[config.mk]
export PLATFORM = sky130hd
export DESIGN_NAME = control_sequencer_flat
export DESIGN_NICKNAME = d
export VERILOG_FILES = /design/src/rtl/control_sequencer_pkg.sv /design/src/rtl/control_sequencer_if.sv /design/src/rtl/control_sequencer_seq_next_mux.sv /design/src/rtl/control_sequencer.sv /design/src/flat_wrapper.sv
export SDC_FILE = /design/constraint.sdc
export NUM_CORES = 1
export LEC_CHECK = 0
export BUFFER_PORTS_ARGS = -buffer_cell sky130_fd_sc_hd__buf_2
export CELL_PAD_IN_SITES_DETAIL_PLACEMENT = 1
export CELL_PAD_IN_SITES_GLOBAL_PLACEMENT = 2
export CORE_ASPECT_RATIO = 0.5
export CORE_MARGIN = 5
export CORE_UTILIZATION = 30
export DETAILED_ROUTE_END_ITERATION = 16
export PLACE_DENSITY = 0.93
export SLEW_MARGIN = 20
export SYNTH_ARGS = -nofsm -noshare
export SYNTH_HDL_FRONTEND = slang
export SYNTH_SLANG_ARGS = --single-unit
[constraint.sdc]
create_clock -name clk -period 4.1 [get_ports clk]
set_clock_uncertainty 0.05 [all_clocks]
set_input_delay 0.41 -clock clk [delete_from_list [all_inputs] [get_ports clk]]
set_output_delay 0.41 -clock clk [all_outputs]
set_load 0.05 [all_outputs]
[src/rtl/control_sequencer_pkg.sv]
// Shared encodings and default geometry for the microprogram sequencer.
package ctrl_seq_pkg;

  localparam int SW_DEF          = 6;
  localparam int RESET_STATE_DEF = 0;
  localparam int TRAP_STATE_DEF  = 61;
  localparam int MOC_TIMEOUT_DEF = 15;
  localparam int TW_DEF          = 4;

  localparam logic [2:0] NS_ENC  = 3'b000;
  localparam logic [2:0] NS_INC  = 3'b001;
  localparam logic [2:0] NS_JMP  = 3'b010;
  localparam logic [2:0] NS_CJMP = 3'b011;
  localparam logic [2:0] NS_WAIT = 3'b100;
  localparam logic [2:0] NS_CENC = 3'b101;
  localparam logic [2:0] NS_CALL = 3'b110;
  localparam logic [2:0] NS_RET  = 3'b111;

  localparam logic [1:0] COND_TRUE = 2'b00;
  localparam logic [1:0] COND_PASS = 2'b01;
  localparam logic [1:0] COND_MOC  = 2'b10;
  localparam logic [1:0] COND_Z    = 2'b11;

endpackage

[src/rtl/control_sequencer_if.sv]
// Microinstruction/status bundle into the sequencer and control state back out.
interface control_sequencer_if #(
  parameter int SW = ctrl_seq_pkg::SW_DEF
);
  logic          hold;
  logic [SW-1:0] enc_state;
  logic [2:0]    ns_sel;
  logic [SW-1:0] cr_addr;
  logic [1:0]    cond_sel;
  logic          inv;
  logic          cond_pass;
  logic          moc;
  logic          z_flag;
  logic [SW-1:0] state;
  logic          in_wait;
  logic          trap;

  modport master (
    output hold, enc_state, ns_sel, cr_addr, cond_sel, inv, cond_pass, moc, z_flag,
    input  state, in_wait, trap
  );

  modport slave (
    input  hold, enc_state, ns_sel, cr_addr, cond_sel, inv, cond_pass, moc, z_flag,
    output state, in_wait, trap
  );
endinterface

[src/rtl/control_sequencer_seq_next_mux.sv]
// Combinational next-state selection: condition select, increment, ns_sel decode.
// CTRL_SEQ_CALL_RET_EN adds the call/return encodings; otherwise they trap.
module seq_next_mux
  import ctrl_seq_pkg::*;
#(
  parameter int SW         = SW_DEF,
  parameter int TRAP_STATE = TRAP_STATE_DEF
) (
  input  logic [SW-1:0] state,
  input  logic [SW-1:0] enc_state,
  input  logic [SW-1:0] cr_addr,
  input  logic [2:0]    ns_sel,
  input  logic [1:0]    cond_sel,
  input  logic          inv,
  input  logic          cond_pass,
  input  logic          moc,
  input  logic          z_flag,
  input  logic          timeout,
`ifdef CTRL_SEQ_CALL_RET_EN
  input  logic [SW-1:0] ret_addr,
  output logic          call,
`endif
  output logic [SW-1:0] next_state,
  output logic          waiting,
  output logic          trap_req
);

  logic [SW-1:0] inc;
  logic          sel;
  logic          c;

  always_comb begin
    inc = state + SW'(1);
    case (cond_sel)
      COND_TRUE: sel = 1'b1;
      COND_PASS: sel = cond_pass;
      COND_MOC:  sel = moc;
      default:   sel = z_flag;
    endcase
    c = sel ^ inv;
  end

  always_comb begin
    next_state = state;
    waiting    = 1'b0;
    trap_req   = 1'b0;
`ifdef CTRL_SEQ_CALL_RET_EN
    call       = 1'b0;
`endif
    case (ns_sel)
      NS_ENC:  next_state = enc_state;
      NS_INC:  next_state = inc;
      NS_JMP:  next_state = cr_addr;
      NS_CJMP: next_state = c ? cr_addr : inc;
      NS_CENC: next_state = c ? enc_state : cr_addr;
      NS_WAIT: begin
        // A completing memory op on the last allowed cycle still advances normally.
        if (moc) begin
          next_state = inc;
        end else begin
          waiting = 1'b1;
          if (timeout) begin
            next_state = SW'(TRAP_STATE);
            trap_req   = 1'b1;
          end
        end
      end
`ifdef CTRL_SEQ_CALL_RET_EN
      NS_CALL: begin
        call       = 1'b1;
        next_state = cr_addr;
      end
      NS_RET:  next_state = ret_addr;
`else
      NS_CALL, NS_RET: begin
        next_state = SW'(TRAP_STATE);
        trap_req   = 1'b1;
      end
`endif
      default: next_state = state;
    endcase
  end

endmodule

[src/rtl/control_sequencer.sv]
// Microprogram sequencer: state register, MOC watchdog, trap flag and optional
// one-level return register (CTRL_SEQ_CALL_RET_EN).
module control_sequencer
  import ctrl_seq_pkg::*;
#(
  parameter int SW          = SW_DEF,
  parameter int RESET_STATE = RESET_STATE_DEF,
  parameter int TRAP_STATE  = TRAP_STATE_DEF,
  parameter int MOC_TIMEOUT = MOC_TIMEOUT_DEF,
  parameter int TW          = TW_DEF
) (
  input  logic               clk,
  input  logic               reset,
  control_sequencer_if.slave bus
);

  logic [SW-1:0] state_q;
  logic [TW-1:0] wdog_q;
  logic          trap_q;
  logic [SW-1:0] next_state;
  logic          waiting;
  logic          trap_req;
  logic          timeout;

  assign timeout = (wdog_q == TW'(MOC_TIMEOUT - 1));

`ifdef CTRL_SEQ_CALL_RET_EN
  logic [SW-1:0] ret_q;
  logic          call;
`endif

  seq_next_mux #(
    .SW         (SW),
    .TRAP_STATE (TRAP_STATE)
  ) u_mux (
    .state      (state_q),
    .enc_state  (bus.enc_state),
    .cr_addr    (bus.cr_addr),
    .ns_sel     (bus.ns_sel),
    .cond_sel   (bus.cond_sel),
    .inv        (bus.inv),
    .cond_pass  (bus.cond_pass),
    .moc        (bus.moc),
    .z_flag     (bus.z_flag),
    .timeout    (timeout),
`ifdef CTRL_SEQ_CALL_RET_EN
    .ret_addr   (ret_q),
    .call       (call),
`endif
    .next_state (next_state),
    .waiting    (waiting),
    .trap_req   (trap_req)
  );

  always_ff @(posedge clk) begin
    if (reset) begin
      state_q <= SW'(RESET_STATE);
      wdog_q  <= '0;
      trap_q  <= 1'b0;
    end else if (bus.hold) begin
      trap_q  <= 1'b0;
    end else begin
      state_q <= next_state;
      trap_q  <= trap_req;
      // Counts consecutive waiting cycles; any other cycle, or the trap itself, restarts it.
      wdog_q  <= (waiting && !trap_req) ? wdog_q + TW'(1) : '0;
    end
  end

`ifdef CTRL_SEQ_CALL_RET_EN
  always_ff @(posedge clk) begin
    if (reset) begin
      ret_q <= '0;
    end else if (!bus.hold && call) begin
      ret_q <= state_q + SW'(1);
    end
  end
`endif

  assign bus.state   = state_q;
  assign bus.trap    = trap_q;
  assign bus.in_wait = (bus.ns_sel == NS_WAIT) && !bus.moc;

endmodule

[src/flat_wrapper.sv]
// flat-port wrapper written by rule: the top's interface ports become plain ports
module control_sequencer_flat import ctrl_seq_pkg::*;
#(
  parameter int SW          = SW_DEF,
  parameter int RESET_STATE = RESET_STATE_DEF,
  parameter int TRAP_STATE  = TRAP_STATE_DEF,
  parameter int MOC_TIMEOUT = MOC_TIMEOUT_DEF,
  parameter int TW          = TW_DEF
)
  (clk, reset, bus_hold, bus_enc_state, bus_ns_sel, bus_cr_addr, bus_cond_sel, bus_inv, bus_cond_pass, bus_moc, bus_z_flag, bus_state, bus_in_wait, bus_trap);
  control_sequencer_if #(.SW(SW)) bus_i ();
  input  logic clk;
  input  logic reset;
  input wire logic [$bits(bus_i.hold)-1:0] bus_hold;
  input wire logic [$bits(bus_i.enc_state)-1:0] bus_enc_state;
  input wire logic [$bits(bus_i.ns_sel)-1:0] bus_ns_sel;
  input wire logic [$bits(bus_i.cr_addr)-1:0] bus_cr_addr;
  input wire logic [$bits(bus_i.cond_sel)-1:0] bus_cond_sel;
  input wire logic [$bits(bus_i.inv)-1:0] bus_inv;
  input wire logic [$bits(bus_i.cond_pass)-1:0] bus_cond_pass;
  input wire logic [$bits(bus_i.moc)-1:0] bus_moc;
  input wire logic [$bits(bus_i.z_flag)-1:0] bus_z_flag;
  output wire logic [$bits(bus_i.state)-1:0] bus_state;
  output wire logic [$bits(bus_i.in_wait)-1:0] bus_in_wait;
  output wire logic [$bits(bus_i.trap)-1:0] bus_trap;
  assign bus_i.hold = bus_hold;
  assign bus_i.enc_state = bus_enc_state;
  assign bus_i.ns_sel = bus_ns_sel;
  assign bus_i.cr_addr = bus_cr_addr;
  assign bus_i.cond_sel = bus_cond_sel;
  assign bus_i.inv = bus_inv;
  assign bus_i.cond_pass = bus_cond_pass;
  assign bus_i.moc = bus_moc;
  assign bus_i.z_flag = bus_z_flag;
  assign bus_state = bus_i.state;
  assign bus_in_wait = bus_i.in_wait;
  assign bus_trap = bus_i.trap;
  control_sequencer #(.SW(SW), .RESET_STATE(RESET_STATE), .TRAP_STATE(TRAP_STATE), .MOC_TIMEOUT(MOC_TIMEOUT), .TW(TW)) u_core (.clk(clk), .reset(reset), .bus(bus_i));
endmodule
## After elaboration in Yosys (flattened, before gate mapping)

Cells that the tools add are included.

| storage, ports and cells | value |
|---|---|
| memories kept | 0 |
| register bits after elaboration | 11 |
| word-level logic and storage cells | 39 |
| bits in writable memories | 0 |
| bits in latches | 0 |
| ROM bits | 0 |
| input port bits | 24 |

| cells by class | value |
|---|---|
| reduce and logical (&&, ||, !) cells | 9 |
| multiplexer cells | 12 |
| magnitude comparators | 0 |
| shift operators | 0 |
| div/mod/pow operators | 0 |
| add/sub/neg operators | 2 |
| multipliers | 0 |
| bitwise gates (word level) | 2 |
| eq/ne operators | 11 |

Operator list:

| cell | number |
|---|---|
| $pmux W6 S7 | 1 |
| $mux W6 | 4 |
| $eq A3 B3 Y1 const B | 4 |
| $add A6 B1 Y6 const B | 1 |
| $eq A3 B2 Y1 const B | 2 |
| $add A4 B1 Y4 const B | 1 |
| $eq A4 B4 Y1 const B | 1 |
| $mux W1 | 4 |
| $mux W4 | 1 |
| $reduce_or A2 Y1 | 2 |
| $eq A3 B1 Y1 const B | 1 |
| $logic_not A3 Y1 | 1 |
| $ne A3 B2 Y1 const B | 1 |
| $pmux W1 S3 | 1 |
| $eq A2 B1 Y1 const B | 1 |
| $eq A2 B2 Y1 const B | 1 |
| $logic_and A1 B1 Y1 | 2 |
| $logic_not A1 Y1 | 2 |
| $logic_not A2 Y1 | 1 |
| $pmux W1 S2 | 1 |
| $reduce_and A2 Y1 | 1 |
| $not A1 Y1 | 1 |
| $xor A1 B1 Y1 | 1 |

## Depth between registers and ports, before layout

Gate-level depths: netlist (run 1).

| logic depth | value |
|---|---|
| depth in word-level cells | 7 |
| depth in mapped cells | 8 |

## Hierarchy

From an unflattened synthesis (run 1), not the netlist that was laid out.

| second synthesis, totals | value |
|---|---|
| cell total of the unflattened synthesis | 156 |
| area total of the unflattened synthesis | 1193.6 µm² |

By module, submodules not included:

| module | instances | area an instance (µm²) | seq. area each (µm²) | cells each |
|---|---|---|---|---|
| seq_next_mux | 1 | 744.5 | 0.0 | 112 |
| control_sequencer | 1 | 449.2 | 220.2 | 44 |

## Worst setup path before layout (run 1)

OpenSTA, ideal clock, no wires.

| timing | value |
|---|---|
| path type | input to register |
| from | input port bus_ns_sel[1] |
| to | register u_core.state_q[2] (netlist: u_core.bus.state[2]) |
| library setup time | 0.081 ns |
| path buffers | 2 |
| data required time | 3.969 ns |
| stages | 7 |
| path slack | 1.796 ns |
| arrival | 2.173 ns |
| cell sequence | clkbuf_1 nor4b_4 a21o_1 buf_2 nor3_1 or3_1 a41oi_1 |

| on the way | value |
|---|---|
| cells in the longest elaborated chain, start to end | 3 |
| elaborated cells on any way between the ends | 12 |
| classes of those cells | eq/ne (8); mux (1); reduce/logical (3) |

RTL lines:

| element | line | source |
|---|---|---|
| start: declaration | flat_wrapper.sv:16 | `input wire logic [$bits(bus_i.ns_sel)-1:0] bus_ns_sel;` |
| $eq A3 B3 Y1 | control_sequencer_seq_next_mux.sv:50 | `case (ns_sel)` |
| $reduce_or A2 Y1 or $ne A3 B2 Y1 (tied branches) | - |  |
| $pmux W6 S7 or $reduce_and A2 Y1 (tied branches) | - |  |
| end signal: assignment | control_sequencer.sv:57 | `state_q <= SW'(RESET_STATE);` |
| end signal: assignment | control_sequencer.sv:63 | `state_q <= next_state;` |
| end: declaration | control_sequencer.sv:17 | `logic [SW-1:0] state_q;` |

Several ways; a longest one is shown, not always the timed one.
A chain may end at the register's enable or synchronous reset.

## Worst setup path after layout (run 1)

| timing | value |
|---|---|
| from | register u_core.wdog_q[0] |
| to | register u_core.state_q[2] (netlist: u_core.bus.state[2]) |

| on the way | value |
|---|---|
| cells in the longest elaborated chain, start to end | 3 |

RTL lines:

| element | line | source |
|---|---|---|
| start: declaration | control_sequencer.sv:18 | `logic [TW-1:0] wdog_q;` |
| start signal: assignment | control_sequencer.sv:66 | `wdog_q <= (waiting && !trap_req) ? wdog_q + TW'(1) : '0;` |
| $eq A4 B4 Y1 | control_sequencer.sv:25 | `assign timeout = (wdog_q == TW'(MOC_TIMEOUT - 1));` |
| $ne A3 B2 Y1 (no line) | - |  |
| $reduce_and A2 Y1 (no line) | - |  |

No other way between the ends.

==> impl_metrics.py, run 1 <==
metrics = {
    "clock_tree": {
        "cts_hold_buf": 0,
        "cts_buffer_depth": 2,
        "clk_latency_ps": 250,
        "clk_pin_slew_ps": 60,
        "cts_root_buf": "clkbuf_8",
        "cts-buffers-inserted": 3,
        "postCtsSetupBuffers": 0,
        "ctsHtreeMaxLevel": 1,
        "cts_sinks": 11,
        "ctsResizeCount": 0,
        "cts_tree": "yes",
    },
    "timing": {
        "hold_viol": 0,
        "maxSlewViolCount": 0,
        "worstMarginPinSlew_ps": 640,
        "maxSlewHeadroom": 0.573,
        "period_needed_ps": 2010,
        "fin_ws_ps": 2090,
        "timing.setup.tns_ps": 0,
        "setup_viol": 0,
        "max_freq_mhz": 497,
        "min_period_over_period": 0.491,
        "rsz0062_at_grt": "no",
    },
    "yosys": {
        "ys_ff_latch": 11,
        "async_flop_share": 0,
        "synth_flop_cell": "dfxtp_1",
        "ys_seq_area_frac": 0.189,
        "yosys_warnings": 0,
        "synth_top_area_cell": "dfxtp_1",
        "synth_cell_type_count": 44,
        "synth_edf_count": 0,
        "syn-cell-area_um2": 1160,
        "syn_inst": 160,
        "synth_nets": 187,
        "netlist_top_cells_area": "dfxtp_1 (19%), nand2_1 (4.8%), or3_1 (4.8%), a21oi_1 (4.7%), nand3_1 (4.7%)",
        "avgSynthCellArea_um2": 7.27,
        "netlist.area_leader.share": 0.189,
    },
    "floorplanning": {
        "fp.dieArea_um2": 5300,
        "ios": 32,
        "fp.dieH_um": 54.0,
        "rows": 16,
        "core-area_um2": 3820,
        "chipWidth_um": 98.1,
        "start_util": 0.304,
    },
    "drt": {
        "routed_wl_um": 4250,
        "wl_per_cell_um": 17.6,
        "drc": 0,
        "vias_per_cell": 5.73,
        "vias": 1386,
        "drt_iter0_drc": 118,
        "firstDrtPassIters": 4,
        "final_antenna_net_count": 0,
    },
    "placement": {
        "port_buffers": 31,
        "dpl.cell_count": 238,
        "dpl.hpwl_um": 3310,
        "place_worst_setup_slack_ps": 1930,
        "globalplace.congestion": 0.921,
    },
    "critical_path": {
        "worstPathRequired_ps": 4220,
        "critPathLaunchType": "register",
        "rrSetupSlack_ps": 2090,
        "crit_arrival_ps": 2130,
        "endpoint_kind": "register",
        "crit_type": "register to register",
        "path_max_fanout": 7,
    },
    "final_layout": {
        "drive_gt1_frac": 0.223,
        "post-route-util": 0.367,
        "final_common_cell": "buf_2",
        "stdcell_count": 242,
        "area_growth_pct": 20.5,
        "diodes": 0,
        "final_cell_mix": "buf_2 (31), nand2_1 (15), nor2_1 (13)",
        "final_nets": 216,
    },
    "global_routing": {
        "antenna_found_initial": 0,
        "grt_pass1_vias": 1462,
        "grt_max_degree": 19,
        "gr-total-overflow": 0,
        "grtUsageTotal": 0.168,
        "grt_pass1_wl_um": 7100,
    },
    "min_path": {
        "hold_class": "input port to register",
    },
    "outcome": {
        "run_status": "finished, final reports clean",
    },
    "power_and_ir_drop": {
        "leakagePower_nw": 0.532,
        "powerDensity_nw_per_um2": 258,
        "ir_worst_vdd_uv": 85.2,
    },
    "run": {
        "drv_cap": 0,
    },
}
==> sequential cells by signal (all words and copies together), names as in the netlist <==
name and cells:
u_core.bus.trap 1, u_core.wdog_q 4, u_core.bus.state 6
==> where the power goes <==
part	switching, mW	internal (mW)	total [mW]	leakage [nW]
Clock	0.0476	0.0687	0.116	0.0228
Sequential	0.00957	0.113	0.122	0.0898
Combinational	0.0807	0.0426	0.123	0.419
Total	0.138	0.224	0.362	0.532
==> logic make-up after synthesis <==
| logic type | share of synthesized area |
|---|---|
| adders and majority gates | 0.0323 |
| AOI/OAI and AO/OA | 0.320 |
| buffers and inverters | 0.0409 |
| and+or+nand+nor | 0.359 |
| muxes | 0.0204 |
| DFF | 0.189 |
| xor gates and xnor gates | 0.0376 |
==> per-layer routing <==
metal  up-vias  global-route usage  part of all wire
li1        669                   -                 -
met1       661               0.197              0.44
met2        50               0.319              0.48
met3         6              0.0401             0.072
met4         0              0.0414             0.011
met5         -                   0                 0
==> critical path, cell delays in order (launching register included) <==
cell and delay, ps:
dfxtp_1 350, inv_1 70, ha_1 180, nand3_1 140, a21oi_1 560, nor2_1 70, or3_1 360, a41oi_1 160
==> cell usage after synthesis, types with 5 or more instances <==
cell / count
inv_1: 5
clkbuf_1: 5
nor3_1: 9
nor2_1: 13
a21oi_1: 11
nand3_1: 11
o21ai_0: 11
nand2_1: 15
or3_1: 9
dfxtp_1: 11
==> cell type report <==
cell class,count,area [um^2]
Clock buffer,4,45.0
Sequential cell,11,220
Multi-Input combinational cell,137,896
Timing Repair Buffer,31,155
Inverter,5,18.8
Fill cell,516,2420
Tap cell,54,67.6
==> through the flow <==
| stage | instance area, um^2 | hold WS [ps] | total power [mW] |
|---|---|---|---|
| 2_1_floorplan | 1160 | 424 | 0.206 |
| 3_3_place_gp | 1360 | 444 | 0.245 |
| 3_5_place_dp | 1360 | 469 | 0.247 |
| 4_1_cts | 1400 | 426 | 0.365 |
| 5_1_grt | 1400 | 439 | 0.381 |
| 6_report | 1400 | 423 | 0.362 |
==> final timing paths <==
check	from	endpoint	cells past startpoint
max	u_core.wdog_q[0]	u_core.bus.state[2]	7
min	bus_hold	u_core.bus.trap	2
min reg2reg	u_core.wdog_q[0]	u_core.wdog_q[0]	2
max reg2reg	u_core.wdog_q[0]	u_core.bus.state[2]	7
(Power assumes the default switching activity.)
==> run 2, diff against run 1 <==
Settings changed: CORE_UTILIZATION 30 to 28, PLACE_DENSITY 0.93 to 0.88.
Clock period 4.1 ns to 1.9 ns, I/O delays scaled along.
==> impl_metrics.py, run 2 (synthesis gave the netlist of run 1 again) <==
metrics = {
    "outcome": {
        "run_status": "finished, final reports clean",
    },
    "final_layout": {
        "stdcell_count": 263,
        "largest_reg_flops": 6,
        "final_cell_mix": "buf_2 (31), buf_4 (21), nand2_1 (15), nor2_1 (13)",
        "drive_gt1_frac": 0.321,
        "fin_area_um2": 1570,
        "n_fill_cell": 523,
        "post-route-util": 0.395,
        "area_growth_pct": 34.6,
        "final_nets": 237,
        "final_common_cell": "buf_2",
        "diodes": 0,
    },
    "critical_path": {
        "crit_path_top_delay_cell": "or4b_2",
        "rr_endpoint": "u_core.bus.state[4]",
        "cp_num_cells": 5,
        "r2r-start": "u_core.bus.state[0]",
        "crit_type": "register to register",
        "endpoint_kind": "register",
        "crit_arrival_ps": 1920,
        "cp_cell_sequence": "ha_2, nand3_1, or4b_2, a32oi_1, a31oi_1",
        "critPathTopFamily": "simple AND/OR/NAND/NOR gates",
        "cp.buffers_inverters": 0,
        "worstPathRequired_ps": 1980,
        "critPathLaunchType": "register",
        "critPathMaxStageDelay_ps": 620,
        "r2r_cells": 5,
        "rrSetupSlack_ps": 60,
        "path_max_fanout": 6,
    },
    "global_routing": {
        "grt_max_degree": 18,
        "gr-total-overflow": 0,
        "antenna_found_initial": 0,
        "grt_pass1_wl_um": 7400,
        "grt_pass1_vias": 1422,
        "grtUsageTotal": 0.162,
    },
    "run": {
        "drv_cap": 0,
    },
    "clock_tree": {
        "cts_tree": "yes",
        "cts_buffer_depth": 2,
        "cts_root_buf": "clkbuf_8",
        "cts-buffers-inserted": 3,
        "clk_latency_ps": 250,
        "cts_sinks": 11,
        "cts_hold_buf": 0,
        "clk_pin_slew_ps": 60,
        "ctsHtreeMaxLevel": 1,
    },
    "min_path": {
        "hold_class": "input port to register",
        "min_to": "u_core.bus.state[0]",
        "hold_path_depth": 3,
        "min_from": "bus_cr_addr[0]",
    },
    "floorplanning": {
        "chipWidth_um": 101,
        "rows": 16,
        "fp.dieArea_um2": 5620,
        "fp.dieH_um": 55.6,
        "core-area_um2": 3960,
        "start_util": 0.294,
        "ios": 32,
    },
    "timing": {
        "fin_ws_ps": 57.7,
        "max_freq_mhz": 543,
        "hold-worst-slack_ps": 175,
        "setup_viol": 0,
        "maxSlewHeadroom": 0.694,
        "maxSlewViolCount": 0,
        "min_period_over_period": 0.970,
        "worstMarginPinSlew_ps": 447,
        "period_needed_ps": 1840,
        "timing.setup.tns_ps": 0,
        "hold_viol": 0,
        "rsz0062_at_grt": "no",
    },
    "power_and_ir_drop": {
        "leakagePower_nw": 0.632,
        "powerDensity_nw_per_um2": 522,
        "p_total_uw": 818,
        "ir_worst_vdd_uv": 179,
    },
    "drt": {
        "wl_per_cell_um": 17.2,
        "vias": 1455,
        "firstDrtPassIters": 4,
        "final_antenna_net_count": 0,
        "drt_iter0_drc": 113,
        "drc": 0,
        "routed_wl_um": 4530,
        "vias_per_cell": 5.53,
    },
    "placement": {
        "placed_area_um2": 1520,
        "place_worst_setup_slack_ps": -7.40,
        "globalplace.congestion": 0.929,
        "port_buffers": 31,
        "dpl.cell_count": 259,
        "dpl.hpwl_um": 3560,
    },
}
-- run 2: cell count changes in the layout (fill, tap and decap cells not counted) --
cell | before | now
a21o_1 | 2 | 1
buf_4 | 0 | 21
dfxtp_2 | 0 | 2
dfxtp_1 | 11 | 9
ha_2 | 0 | 1
a21o_2 | 0 | 1
ha_1 | 3 | 2
-- run 2: how the worst max path moves through the flow --
stage | startpoint | end | slack (ps)
4_1_cts | u_core.bus.state[0] | u_core.bus.state[4] | 50
6_report | u_core.bus.state[0] | u_core.bus.state[4] | 60
5_1_grt | u_core.wdog_q[1] | u_core.bus.state[2] | 10
2_1_floorplan | bus_ns_sel[1] | u_core.bus.state[2] | -160
3_3_place_gp | bus_ns_sel[2] | u_core.bus.state[2] | 100
3_5_place_dp | bus_cond_sel[0] | u_core.bus.state[5] | -7
-- run 2: layout make-up --
| type | count | area (um^2) | share of cell area |
|---|---|---|---|
| inverters | 5 | 18.8 | 0.0120 |
| repair buffers | 52 | 313 | 0.200 |
| flip-flops and latches | 11 | 223 | 0.142 |
| multi-input cells | 137 | 900 | 0.574 |
| well taps | 54 | 67.6 | 0.0431 |
| clock buffers | 4 | 45.0 | 0.0288 |
-- run 2: report_power, final --
group	switching (mW)	leakage (nW)	internal (mW)
Sequential	0.0172	0.0906	0.244
Clock	0.101	0.0228	0.148
Combinational	0.188	0.519	0.119
Total	0.307	0.632	0.511
-- run 2: layer usage --
metal | track usage | wire length [um]
met5 | 0 | 0
met4 | 0.0227 | 26
met3 | 0.0213 | 165
met2 | 0.261 | 2110
met1 | 0.234 | 2230
-- run 2: tightest hold or removal path: stages --
cell      delay (ps)
buf_2             90
o211ai_1          80
nand3_1           90
-- run 2: what timing repair did --
| action | CTS | global route |
|---|---|---|
| gates resized for setup | 0 | 2 |
| buffers inserted | 0 | 0 |
| setup endpoints to repair | 0 | 3 |
